--- config.mk ---
export PLATFORM = sky130hd
export DESIGN_NAME = regfile_wb_arb
export DESIGN_NICKNAME = d
export VERILOG_FILES = /design/src/rtl/regfile_wb_arb.sv
export SDC_FILE = /design/constraint.sdc
export NUM_CORES = 1
export LEC_CHECK = 0
export ABC_AREA = 1
export CORE_MARGIN = 4
export CORE_UTILIZATION = 40
export CTS_CLUSTER_DIAMETER = 150
export DETAILED_ROUTE_END_ITERATION = 6
export DONT_BUFFER_PORTS = 1
export GPL_ROUTABILITY_DRIVEN = 0
export SYNTH_ARGS = -nofsm -noshare
export SYNTH_HDL_FRONTEND = slang
export SYNTH_SLANG_ARGS = --single-unit
export TNS_END_PERCENT = 5
--- constraint.sdc ---
create_clock -name clk -period 3.1 [get_ports clk]
set_input_delay 0.31 -clock clk [delete_from_list [all_inputs] [get_ports clk]]
set_output_delay 0.31 -clock clk [all_outputs]
set_load 0.1 [all_outputs]
--- src/rtl/regfile_wb_arb.sv ---
// Arbitrates one register-file write port between pipeline writeback (always wins) and a 2-entry mul/div result FIFO.
// Optional same-cycle md bypass when the FIFO is empty and wb is idle: define WB_ARB_BYPASS_EN.
module regfile_wb_arb #(
  parameter int unsigned STARVE_MAX = 4
) (
  input  logic        clk,
  input  logic        resetn,
  input  logic        wb_we,
  input  logic [4:0]  wb_waddr,
  input  logic [31:0] wb_wdata,
  input  logic        md_valid,
  input  logic [4:0]  md_waddr,
  input  logic [31:0] md_wdata,
  output logic        md_ready,
  output logic        rf_we,
  output logic [4:0]  rf_waddr,
  output logic [31:0] rf_wdata,
  input  logic [4:0]  raddr1,
  input  logic [4:0]  raddr2,
  output logic        pend1,
  output logic        pend2,
  output logic        stall_o
);

  localparam logic [3:0] STARVE_TH = 4'(STARVE_MAX);

  logic [4:0]  addr_q [2];
  logic [31:0] data_q [2];
  logic        rd_ptr_q, wr_ptr_q;
  logic [1:0]  cnt_q, cnt_d;
  logic [3:0]  starve_q, starve_d;

  logic empty, full, wb_win, md_acc, byp, enq, deq;

  assign empty    = (cnt_q == 2'd0);
  assign full     = (cnt_q == 2'd2);
  assign wb_win   = wb_we && (wb_waddr != 5'd0);
  assign md_ready = resetn && !full;
  // Results targeting r0 are accepted but never stored.
  assign md_acc   = md_valid && md_ready && (md_waddr != 5'd0);

`ifdef WB_ARB_BYPASS_EN
  assign byp = md_acc && empty && !wb_win;
`else
  assign byp = 1'b0;
`endif

  assign enq = md_acc && !byp;
  assign deq = resetn && !wb_win && !empty;

  always_comb begin
    rf_we    = 1'b0;
    rf_waddr = 5'd0;
    rf_wdata = 32'd0;
    if (resetn) begin
      if (wb_win) begin
        rf_we    = 1'b1;
        rf_waddr = wb_waddr;
        rf_wdata = wb_wdata;
      end else if (!empty) begin
        rf_we    = 1'b1;
        rf_waddr = addr_q[rd_ptr_q];
        rf_wdata = data_q[rd_ptr_q];
      end else if (byp) begin
        rf_we    = 1'b1;
        rf_waddr = md_waddr;
        rf_wdata = md_wdata;
      end
    end
  end

  // The head entry still counts as pending during the cycle it is being written.
  function automatic logic hit(input logic [4:0] ra);
    logic h0, h1;
    h0 = (cnt_q != 2'd0) && (addr_q[rd_ptr_q] == ra);
    h1 = (cnt_q == 2'd2) && (addr_q[~rd_ptr_q] == ra);
    return (ra != 5'd0) && (h0 || h1);
  endfunction

  assign pend1   = resetn && hit(raddr1);
  assign pend2   = resetn && hit(raddr2);
  assign stall_o = (starve_q >= STARVE_TH);

  always_comb begin
    cnt_d = cnt_q;
    case ({enq, deq})
      2'b10:   cnt_d = cnt_q + 2'd1;
      2'b01:   cnt_d = cnt_q - 2'd1;
      default: cnt_d = cnt_q;
    endcase
  end

  always_comb begin
    starve_d = starve_q;
    if (empty || deq)
      starve_d = 4'd0;
    else if (wb_win && (starve_q != 4'd15))
      starve_d = starve_q + 4'd1;
  end

  always_ff @(posedge clk or negedge resetn) begin
    if (!resetn) begin
      rd_ptr_q  <= 1'b0;
      wr_ptr_q  <= 1'b0;
      cnt_q     <= 2'd0;
      starve_q  <= 4'd0;
      addr_q[0] <= 5'd0;
      addr_q[1] <= 5'd0;
      data_q[0] <= 32'd0;
      data_q[1] <= 32'd0;
    end else begin
      if (enq) begin
        addr_q[wr_ptr_q] <= md_waddr;
        data_q[wr_ptr_q] <= md_wdata;
        wr_ptr_q         <= ~wr_ptr_q;
      end
      if (deq)
        rd_ptr_q <= ~rd_ptr_q;
      cnt_q    <= cnt_d;
      starve_q <= starve_d;
    end
  end

endmodule

# --- Word level (Yosys, flattened, before mapping) ---
# Cells that the tools add are included.
classes:
  n_mul: 0
  n_shift: 0
  order_cmp: 5
  reduce_logical: 30
  add_sub_neg: 3
  muxes: 27
  bitwise: 5
  n_eq_ne: 8
  div_mod_pow: 0
op_table:
  columns: ["operator", "count"]
  rows:
  - ["32-bit 2-to-1 mux", 7]
  - ["64-bit bitwise mux", 1]
  - ["5-bit 2-to-1 mux", 10]
  - ["32-bit demux with 1-bit select", 1]
  - ["5-bit equality test", 4]
  - ["5-bit nonzero test", 4]
  - ["1-bit logical AND", 16]
  - ["10-bit bitwise mux", 1]
  - ["4-bit 2-to-1 mux", 2]
  - ["2-bit >= comparator (second input constant)", 3]
  - ["1-bit NOT with 2-bit output", 3]
  - ["2-bit nonzero test", 3]
  - ["5-bit demux with 1-bit select", 1]
  - ["4-bit by 1-bit adder with 4-bit output (second input constant)", 1]
  - ["2-bit equality test (second input constant)", 2]
  - ["4-bit by 3-bit >= comparator with 1-bit output (second input constant)", 1]
  - ["4-bit inequality test (second input constant)", 1]
  - ["2-bit one-hot mux with 2 select lines", 1]
  - ["1-bit zero test", 3]
  - ["1-bit logical OR", 3]
  - ["1-bit 2-to-1 mux", 3]
  - ["2-bit by 1-bit adder with 2-bit output (second input constant)", 1]
  - ["2-bit by 1-bit equality test with 1-bit output (second input constant)", 1]
  - ["2-bit zero test", 1]
  - ["3 further kinds", 4]
word_totals:
  out_inout_bits: 42
  register_bits: 82
  latch_bits: 0
  memories: 0
  rom_bits: 0
  ramBits: 0
  word_cells: 86

# --- Depth between registers and ports, before layout ---
# Gate-level depths: netlist (run 1).
logic_depth:
  ltp_word: 10
  mapped_depth: 10

# --- Worst setup path before layout (run 1) ---
# OpenSTA, ideal clock, no wires.
synth_timing:
  kind: "in2out"
  startpoint: "input port wb_waddr[1]"
  endpoint: "output port rf_waddr[2]"
  path_stages: 6
  required_ns: 2.790
  arrival_ns: 3.070
  path_slack_ns: -0.280
  cell_sequence: "nor2_1 nand3b_1 nand2_1 buf_2 a21oi_1 o211a_1"
synth_between:
  elab_chain_len: 4
synth_lines:
  columns: ["element", "line", "text"]
  rows:
  - ["start, declared", "9", "input logic [4:0] wb_waddr,"]
  - ["5-bit nonzero test", "37", "assign wb_win = wb_we && (wb_waddr != 5'd0);"]
  - ["1-bit logical AND", "37", null]
  - ["5-bit 2-to-1 mux", "56", "if (wb_win) begin"]
  - ["5-bit 2-to-1 mux", "55", "if (resetn) begin"]
  - ["end, declared", "16", "output logic [4:0] rf_waddr,"]
# Every way passes these cells.

# --- Worst setup path in the final report (run 1) ---
layout_timing:
  startpoint: "register rd_ptr_q"
  endpoint: "output port pend1"
layout_between:
  elab_chain_len: 10
  word_cells_on_any_way: 16
layout_lines:
  columns: ["element", "line", "text"]
  rows:
  - ["start, declared", "29", "logic rd_ptr_q, wr_ptr_q;"]
  - ["start signal, assigned", "118", "rd_ptr_q <= ~rd_ptr_q;"]
  - ["1-bit NOT", "76", "h1 = (cnt_q == 2'd2) && (addr_q[~rd_ptr_q] == ra);"]
  - ["1-bit NOT with 2-bit output", "76", null]
  - ["5-bit 2-to-1 mux (implied by the code) (3 in a row)", "76", null]
  - ["5-bit equality test", "76", null]
  - ["1-bit logical AND", "76", null]
  - ["1-bit logical OR *", "77", "return (ra != 5'd0) && (h0 || h1);"]
  - ["1-bit logical AND *", "77", null]
  - ["1-bit logical AND *", "80", "assign pend1 = resetn && hit(raddr1);"]
  - ["end, declared", "20", "output logic pend1,"]
# Every way passes the cells marked *; elsewhere a longest branch is shown, timed or not. The select of a mux whose other input is x is not followed.

==> qor.csv, run 1 <==
stage,metric,value,unit
floorplan,Initial Util,41.0,%
run_status,outcome,finished clean,
global_route,grt ovf,0,
cells_and_area,share of layout cells above drive strength 1,15.8,%
logic_synthesis,"Cell Area, Synth",0.00471,sq mm
sta,setup violators final,0,
clocking,Max Root-Sink Buffers,2,
clocking,clock sinks,82,
cells_and_area,fin util,50.4,%
setup_path,crit-path max FO,62,
logic_synthesis,syn nets,760,
floorplan,CORE AREA,0.0115,sq mm
floorplan,Die Height,116,microns
setup_path,Worst EP arrival,2.21,ns
detailed_routing,drt total wl,13700,microns
setup_path,CP max stage cell,buf_4,
cells_and_area,Synth-to-Final Area Change,22.9,%
sta,Setup Skew,0.00769,ns
logic_synthesis,post-synth top area share,43.6,%
floorplan,die width,116,microns
placement,Placed Area,0.00545,sq mm
clocking,"Clk Latency, worst-skew pair",0.34,ns
sta,Max Freq,0.397,GHz
cells_and_area,ANT cells,0,
setup_path,CP startpoint kind,flop,
logic_synthesis,synthesized instance count,670,
setup_path,critical path data required time,2.79,ns
sta,Slew headroom,35.1,%
sta,hold slack,0.0878,ns
global_route,initial antenna violation count,0,
logic_synthesis,sequential area share after synthesis,43.6,%
placement,post-DP HPWL,9580,microns
cells_and_area,Final Cell Area,0.00578,sq mm
logic_synthesis,syn_area_per_cell,7.02,sq um
floorplan,number of core rows,39,
floorplan,I/O pin cnt,130,
sta,worst slew pin tran,0.971,ns
sta,max-slew violations,0,
sta,min cycle time layout,2.52,ns
global_route,vias in the first global route,4519,
logic_synthesis,Synth area leaders,"dfrtp_1 (44%), nand2_1 (19%), o21ai_0 (9.6%), a21oi_1 (5.2%), nand3_1 (4.9%)",
clocking,CTS tree,built,
cells_and_area,Final #Nets,785,
detailed_routing,average wire per standard cell,16.3,microns
detailed_routing,Routed Antenna Nets,0,
pwr,total chip power,6290,uW
setup_path,CP max stage delay,0.49,ns
pwr,Leak,0.00276,uW
logic_synthesis,post-synth top area cell,dfrtp_1,
clocking,total CTS buffers,9,
setup_path,crit-path cells,buf_4 > nand2_1 > nand3_1 > nand2_1 > nor2_1 > nand3_1 > a21oi_2 > buf_12,
detailed_routing,drt pass-1 iters,5,
floorplan,Die Area,0.0136,sq mm
worst_hold_path,hold crit path type,in2reg,
pwr,VDD IR-drop max,522,uV
detailed_routing,Vias/cell,5.43,
placement,IO Port Bufs,0,
logic_synthesis,synth warn,0,
global_route,global-route wire length before repair,22100,microns
detailed_routing,initial DRC count,286,
clocking,H-tree level count,3,
setup_path,kind of critical path,reg2out,
flow_run,Maximum Capacitance Violations,0,
sta,final worst path period share,81.3,%
clocking,root buffer cell,clkbuf_16,
detailed_routing,drt drc,0,
clocking,"CTS clk-pin slew, worst paths",0.06,ns
global_route,gr usage total,20.7,%
logic_synthesis,Cell variety after synth,26,
setup_path,Worst setup EP type,output pin,
sta,"Hold Violations, Final",0,
sta,unrepaired setup endpoints after global routing,false,
detailed_routing,Vias,4568,
global_route,pin count of the biggest net entering global routing,83,
logic_synthesis,#FFs+latches synth,82,
pwr,PD cells,1090,mW/mm^2
## registers in the layout, summed over array words and instances, names as in the netlist
signal,flops
data_q,64
addr_q,10
starve_q,4
cnt_q,2
rd_ptr_q,1
wr_ptr_q,1
## placed cells by master (no fill, tap or decap)
| cell | Yosys | final |
|---|---|---|
| a21oi_1 | 49 | 14 |
| a21oi_2 | 0 | 35 |
| buf_12 | 0 | 18 |
| buf_16 | 0 | 1 |
| buf_4 | 4 | 33 |
| bufinv_16 | 0 | 1 |
| clkbuf_1 | 18 | 1 |
| clkbuf_16 | 0 | 9 |
| clkbuf_8 | 0 | 2 |
| clkinvlp_4 | 0 | 1 |
| dfrtp_1 | 82 | 81 |
| dfrtp_2 | 0 | 1 |
| dlygate4sd3_1 | 0 | 1 |
| ha_1 | 2 | 2 |
| inv_1 | 61 | 61 |
| inv_2 | 2 | 2 |
| nand2_1 | 232 | 231 |
| nand2_2 | 1 | 2 |
| nand3_1 | 46 | 46 |
| nand3b_1 | 1 | 1 |
| nand4_1 | 2 | 2 |
| nor2_1 | 26 | 25 |
| nor2_2 | 0 | 1 |
| nor2_4 | 2 | 2 |
| nor3_1 | 1 | 1 |
| nor3b_2 | 1 | 1 |
| o2111ai_1 | 6 | 6 |
| o211a_1 | 2 | 2 |
| o211ai_1 | 15 | 15 |
| o21ai_0 | 90 | 89 |
| o21ai_1 | 6 | 6 |
| o21ai_2 | 0 | 1 |
| xnor2_1 | 1 | 1 |
| xor2_1 | 3 | 3 |
## metal layers
layer	global-route usage, %	routed length (microns)	vias to the layer above	part of all wire [%]
li1	-	-	2221	-
met2	32.5	6340	164	46
met5	0	0	-	0
met1	28.0	5990	2157	44
met4	8.04	310	0	2.3
met3	4.40	1050	26	7.7
## cell families after synthesis
kind of cell             count (synthesis)  share of synthesized area (%)
buffers and inverters                  102                           8.88
XOR/XNOR                                 4                          0.745
AO/OA/AOI/OAI                          168                           19.4
adder cells (fa/ha/maj)                  2                          0.532
flip-flops                              82                           43.6
AND/OR/NAND/NOR                        312                           26.9
## repair_timing
action	CTS	global route
setup endpoints to repair	0	0
endpoints found under the hold margin	82	0
resized for setup	0	0
setup buffers	0	0
hold buffers	2	0
## cell type report
cell class | instances | area (sq um)
fill | 1115 | 5680
multi-input combinational | 486 | 2380
sequential | 82 | 2050
timing repair buffer | 53 | 646
clock buffer | 12 | 256
inverter | 63 | 236
tap | 143 | 179
clock inverter | 2 | 37.5
## through the flow
stage,cells,setup slack [ns],TNS (ns)
floorplan,670,-0.225,-0.225
global placement,825,0.940,0
detailed placement,825,0.812,0
CTS,841,0.560,0
global route,841,0.391,0
finish,841,0.581,0
## critical path, delay by kind of cell, from the launching register on
kind / cells / cell delay (ns)
buffers and inverters: 2 / 0.68
AO/OA/AOI/OAI: 1 / 0.19
flip-flops: 1 / 0.35
AND/OR/NAND/NOR: 5 / 0.62
## report_power, final
part	switching (uW)	total, uW	leakage [uW]	internal, uW
Sequential	230	1800	0.00101	1570
Combinational	2430	3430	0.00160	997
Clock	400	1060	0.000141	659
Total	3060	6290	0.00276	3230
## Yosys cell counts, drive strengths merged
cell	number
nor3	1
nand2	233
nand3b	1
xor2	3
dfrtp	82
ha	2
xnor2	1
a21oi	49
buf	20
nor2	28
clkbuf	19
o211a	2
nand4	2
nand3	46
o2111ai	6
nor3b	1
o211ai	15
inv	63
o21ai	96
## path summary, 6_finish.rpt
| kind | start | end | slack (ns) | cells after the start |
|---|---|---|---|---|
| max | rd_ptr_q | pend1 | 0.58 | 8 |
| max in group asynchronous | resetn | data_q[4] | 2.21 | 2 |
| min | md_wdata[10] | data_q[42] | 0.09 | 2 |
| max reg2reg | cnt_q[0] | data_q[47] | 1.02 | 8 |
| min in group asynchronous | resetn | addr_q[0] | 0.52 | 2 |
| min reg2reg | data_q[33] | data_q[33] | 0.47 | 2 |
Power figures use the tool's default switching activity.
==> run 2: changes to the inputs <==
==> constraint.sdc (replaced) <==
create_clock -name clk -period 2.1 [get_ports clk]
set_input_delay 0.21 -clock clk [delete_from_list [all_inputs] [get_ports clk]]
set_output_delay 0.21 -clock clk [all_outputs]
set_load 0.1 [all_outputs]
==> run 2 against run 1 <==
  * The flow now finishes with violations (hold timing, setup timing)
  * Via count up 7.5%
  * Combinational power up 62%
  * Worst hold slack worse by 0.52 ns
  * Register-to-register slack worse by 0.75 ns
  * Global-route usage up 0.86 points
  * Wire length up 2.1%
  * First-iteration DRC count up 54%
  * Power up 57%
  * Die area unchanged
  * Sequential share of layout area down 4.0 points
==> qor.csv, run 2 (same netlist as run 1, synthesis figures left out) <==
stage,metric,value,unit
sta,Max Freq,0.474,GHz
floorplan,number of core rows,39,
detailed_routing,drt pass-1 iters,5,
cells_and_area,area of the multi-input gates,0.00239,sq mm
setup_path,crit path from,rd_ptr_q,
detailed_routing,drt drc,0,
global_route,global-route wire length before repair,23200,microns
setup_path,r2r setup slk,0.27,ns
clocking,H-tree level count,3,
setup_path,crit-path cells,clkinvlp_4 > buf_4 > nand2_1 > nand3_1 > nand2_1 > nor2_1 > nand3_1 > a21oi_2 > buf_12,
setup_path,crit-path max FO,6,
setup_path,Worst R2R Path Depth,8,
sta,hold slack,-0.434,ns
sta,final worst path period share,100,%
setup_path,Setup crit end,pend1,
setup_path,CP startpoint kind,flop,
clocking,CTS tree,built,
cells_and_area,ANT cells,0,
run_status,outcome,finished with violations,
setup_path,RR Endpoint,cnt_q[1],
floorplan,die width,116,microns
sta,unrepaired setup endpoints after global routing,true,
cells_and_area,Largest Register,data_q,
detailed_routing,average wire per standard cell,15.7,microns
global_route,pin count of the biggest net entering global routing,116,
floorplan,Die Height,116,microns
cells_and_area,Largest register FFs,64,
clocking,clock sinks,82,
detailed_routing,initial DRC count,440,
sta,Setup Skew,0.00579,ns
cells_and_area,Fill cells,1051,
sta,max-slew violations,0,
sta,setup violators final,1,
cells_and_area,"commonest non-fill, non-tap cell in the layout",nand2_1,
clocking,total CTS buffers,9,
run_status,failing checks,"hold timing, setup timing",
cells_and_area,fin util,56.9,%
cells_and_area,"commonest cells after routing, fill and taps aside","nand2_1 (231), o21ai_0 (88), dfrtp_1 (81)",
floorplan,I/O pin cnt,130,
placement,post-DP HPWL,9760,microns
clocking,"Hold-fix buffers, CTS",37,
global_route,initial antenna violation count,0,
clocking,"Clk Latency, worst-skew pair",0.34,ns
sta,min cycle time layout,2.11,ns
setup_path,Worst setup EP type,output pin,
detailed_routing,Vias/cell,5.52,
sta,worst slew pin tran,0.453,ns
floorplan,CORE AREA,0.0115,sq mm
setup_path,CP max stage cell,dfrtp_2,
floorplan,Initial Util,41.0,%
setup_path,kind of critical path,reg2out,
placement,pre-CTS setup slack,0.172,ns
cells_and_area,share of layout cells above drive strength 1,17.1,%
detailed_routing,Routed Antenna Nets,0,
worst_hold_path,hold crit path type,in2async,
setup_path,critical path data required time,1.89,ns
sta,Slew headroom,69.8,%
detailed_routing,Vias,4910,
setup_path,Worst EP arrival,1.90,ns
pwr,VDD IR-drop max,764,uV
clocking,Max Root-Sink Buffers,2,
cells_and_area,sequential cell area,0.00205,sq mm
clocking,root buffer cell,clkbuf_16,
global_route,grt ovf,0,
placement,IO Port Bufs,0,
sta,"Hold Violations, Final",82,
cells_and_area,Largest regs,"data_q (64), addr_q (10), starve_q (4)",
flow_run,Maximum Capacitance Violations,0,
clocking,"CTS clk-pin slew, worst paths",0.06,ns
global_route,gr usage total,21.5,%
pwr,PD cells,1510,mW/mm^2
detailed_routing,drt total wl,14000,microns
cells_and_area,Final #Nets,832,
pwr,Leak,0.00303,uW
floorplan,Die Area,0.0136,sq mm
global_route,vias in the first global route,4781,
sta,final worst slack,-0.00996,ns
placement,placed insts,832,
cells_and_area,Synth-to-Final Area Change,38.6,%
setup_path,RR Startpoint,cnt_q[1],
setup_path,CP max stage delay,0.45,ns
cells_and_area,Post-Layout Cell Count,890,
run 2: cell count changes in the layout (fill, tap and decap cells not counted), sizes merged:
cell,previous run,this run
dlygate4sd3,1,37
buf,52,62
clkinvlp,1,3
clkbuf,12,13
clkinv,0,1
inv,63,62
run 2: worst max-delay path, delay by kind of cell, from the launching register on:
| kind | cells | cell delay [ns] |
|---|---|---|
| AND/OR/NAND/NOR | 5 | 0.42 |
| flip-flops | 1 | 0.45 |
| buffers and inverters | 3 | 0.51 |
| AO/OA/AOI/OAI | 1 | 0.18 |
run 2: worst min-delay path by stage:
stage | startpoint | endpoint | slack [ns] | depth (start not counted)
6_report | resetn | data_q[6] | -0.43 | 0
5_1_grt | resetn | data_q[6] | -0.45 | 0
4_1_cts | resetn | data_q[6] | -0.45 | 0
3_5_place_dp | resetn | data_q[6] | -0.08 | 0
3_3_place_gp | resetn | data_q[4] | -0.08 | 0
2_1_floorplan | resetn | addr_q[0] | -0.09 | 0
run 2: routing by layer:
metal	track usage, %	up-vias	share of wire (%)
li1	-	2326	-
met4	9.44	0	3.3
met2	33.3	216	45
met3	4.61	48	7.8
met1	29.2	2320	43
met5	0	-	0
run 2: final cells by class:
cell class	count	area share [%]
multi-input combinational	486	36.6
clock inverter	3	0.710
inverter	63	3.68
clock buffer	13	4.15
sequential	82	31.5
tap	143	2.74
timing repair inverter	1	0.0768
timing repair buffer	99	20.6
run 2: repair_timing:
item	in CTS	in global routing
endpoints found under the hold margin	147	82
setup endpoints to repair	13	33
gates cloned	1	0
gates resized for setup	3	4
buffers inserted	4	0
pin swaps	1	6
run 2: report_power, final:
group	internal, uW	switching, uW
sequential	2320	363
combinational	1870	3680
clock	1020	614
run 2: metrics by stage:
| stage | total power (uW) | setup TNS [ns] | cell area, sq um |
|---|---|---|---|
| floorplan | 6470 | -4.03 | 4840 |
| global placement | 7920 | 0 | 5780 |
| detailed placement | 8050 | 0 | 5780 |
| CTS | 9880 | -0.0393 | 6510 |
| global route | 10600 | -1.49 | 6520 |
| finish | 9860 | -0.00996 | 6520 |
==> run 3: changes to the inputs <==
==> constraint.sdc (replaced) <==
create_clock -name clk -period 1.9 [get_ports clk]
set_input_delay 0.19 -clock clk [delete_from_list [all_inputs] [get_ports clk]]
set_output_delay 0.19 -clock clk [all_outputs]
set_load 0.1 [all_outputs]
==> run 3 against run 2 <==
  * The run still ends with hold timing, setup timing left
  * Global-route usage rose by 0.33 points
  * Combinational power rose by 17%
  * Clock power rose by 11%
  * Wire length rose by 3.2%
  * Utilization rose by 1.3 points
  * Critical path depth did not move
  * Die area did not move
  * Critical path type unchanged
  * Clock-buffer cell count fell by 2
==> qor.csv, run 3 (same netlist as run 1, synthesis figures left out) <==
stage,metric,value,unit
floorplan,I/O pin cnt,130,
floorplan,Die Area,0.0136,sq mm
placement,post-DP HPWL,9670,microns
pwr,Sw Share,46.7,%
cells_and_area,ANT cells,0,
clocking,clock sinks,82,
cells_and_area,"commonest cells after routing, fill and taps aside","nand2_1 (222), dfrtp_1 (80), o21ai_0 (79)",
sta,Setup Skew,0.00544,ns
pwr,Leak,0.00309,uW
clocking,"Hold-fix buffers, CTS",37,
sta,final setup TNS,-0.279,ns
cells_and_area,share of layout cells above drive strength 1,19.2,%
detailed_routing,drt total wl,14400,microns
clocking,total CTS buffers,9,
cells_and_area,"commonest non-fill, non-tap cell in the layout",nand2_1,
sta,worst slew pin tran,0.450,ns
cells_and_area,Synth-to-Final Area Change,41.8,%
sta,unrepaired setup endpoints after global routing,true,
global_route,initial antenna violation count,0,
detailed_routing,Vias/cell,5.48,
placement,placed insts,833,
detailed_routing,average wire per standard cell,16.3,microns
cells_and_area,fin util,58.2,%
global_route,gr usage total,21.9,%
pwr,total chip power,11300,uW
setup_path,critical path data required time,1.71,ns
flow_run,Maximum Capacitance Violations,0,
pwr,Int Pwr,6030,uW
cells_and_area,Largest register FFs,64,
placement,IO Port Bufs,0,
global_route,vias in the first global route,4798,
run_status,failing checks,"hold timing, setup timing",
clocking,H-tree level count,3,
run_status,outcome,finished with violations,
setup_path,kind of critical path,reg2out,
cells_and_area,Final #Nets,832,
clocking,"Clk Latency, worst-skew pair",0.33,ns
pwr,P_sw,5270,uW
setup_path,Worst R2R Path Depth,8,
detailed_routing,Vias,4862,
floorplan,Initial Util,41.0,%
detailed_routing,drt pass-1 iters,5,
sta,Max Freq,0.496,GHz
clocking,root buffer cell,clkbuf_16,
global_route,global-route wire length before repair,23600,microns
sta,Slew headroom,69.9,%
floorplan,Die Height,116,microns
pwr,PD cells,1690,mW/mm^2
pwr,Sequential Power Share,26.5,%
sta,max-slew violations,0,
setup_path,crit-path max FO,19,
sta,final worst slack,-0.118,ns
pwr,combinational share of power,57.5,%
cells_and_area,Post-Layout Cell Count,888,
sta,hold slack,-0.446,ns
cells_and_area,Fill cells,1027,
detailed_routing,Routed Antenna Nets,0,
setup_path,CP startpoint kind,flop,
detailed_routing,drt drc,0,
clocking,Max Root-Sink Buffers,2,
floorplan,number of core rows,39,
sta,final worst path period share,106,%
sta,min cycle time layout,2.02,ns
sta,"Hold Violations, Final",82,
floorplan,CORE AREA,0.0115,sq mm
global_route,grt ovf,0,
setup_path,Worst setup EP type,output pin,
clocking,CTS tree,built,
worst_hold_path,hold crit path type,in2async,
sta,setup violators final,8,
cells_and_area,Largest Register,data_q,
pwr,VDD IR-drop max,974,uV
global_route,pin count of the biggest net entering global routing,116,
detailed_routing,initial DRC count,371,
pwr,Clk pwr share,16.0,%
setup_path,Worst EP arrival,1.83,ns
cells_and_area,Largest regs,"data_q (64), addr_q (10), starve_q (4)",
clocking,"CTS clk-pin slew, worst paths",0.06,ns
floorplan,die width,116,microns
run 3: per-stage QoR:
| stage | worst slack [ns] | instance area [sq um] |
|---|---|---|
| 6_report | -0.118 | 6670 |
| 5_1_grt | -0.225 | 6670 |
| 4_1_cts | -0.116 | 6630 |
| 3_5_place_dp | 0.0508 | 5850 |
| 3_3_place_gp | 0.136 | 5850 |
| 2_1_floorplan | -0.322 | 4850 |
run 3: area by class of cell:
type / count / area, sq um / share of cell area (%)
Tap cell: 143 / 179 / 2.68
Sequential cell: 82 / 2050 / 30.8
Clock inverter: 3 / 65.1 / 0.975
Timing Repair Buffer: 100 / 1450 / 21.7
Inverter: 63 / 241 / 3.62
Multi-Input combinational cell: 486 / 2440 / 36.6
Clock buffer: 11 / 243 / 3.64
run 3: power groups by stage:
stage | Combinational [uW] | Clock, uW | Sequential (uW)
2_1_floorplan | 4300 | 0 | 2860
3_3_place_gp | 5880 | 0 | 2930
3_5_place_dp | 5990 | 0 | 2970
4_1_cts | 6380 | 1860 | 2980
5_1_grt | 7020 | 1920 | 3100
6_report | 6490 | 1810 | 3000
run 3: layer usage:
metal  global-route usage (%)  part of all wire, %  vias up
li1                         -                    -     2320
met1                     29.0                   41     2303
met2                     36.0                   48      212
met3                     4.04                  8.6       27
met4                     7.58                  1.9        0
met5                        0                    0        -
run 3: path summary, 6_finish.rpt:
check,start,to,slack (ns)
worst max-delay path,rd_ptr_q,pend1,-0.12
worst min register to register,data_q[63],data_q[63],0.48
min in group clk,md_wdata[29],data_q[61],0.01
worst max register to register,cnt_q[1],cnt_q[1],0.21
max in group asynchronous,resetn,data_q[62],2.20
worst min-delay path,resetn,starve_q[3],-0.45
run 3: worst max-delay path: stages (launching register included):
cell and delay, ns:
dfrtp_2 0.44, buf_8 0.17, nand2_2 0.10, nand2_2 0.08, nand2_1 0.06, nand2_1 0.06
nor2_1 0.09, nand3_1 0.10, a21oi_2 0.20, buf_12 0.19
run 3: repair_timing:
item	in CTS	in global routing
endpoints found under the hold margin	155	82
endpoints found under the setup margin	38	36
cloned	1	0
resized for setup	30	14
buffers inserted	3	0
pin swaps	11	5
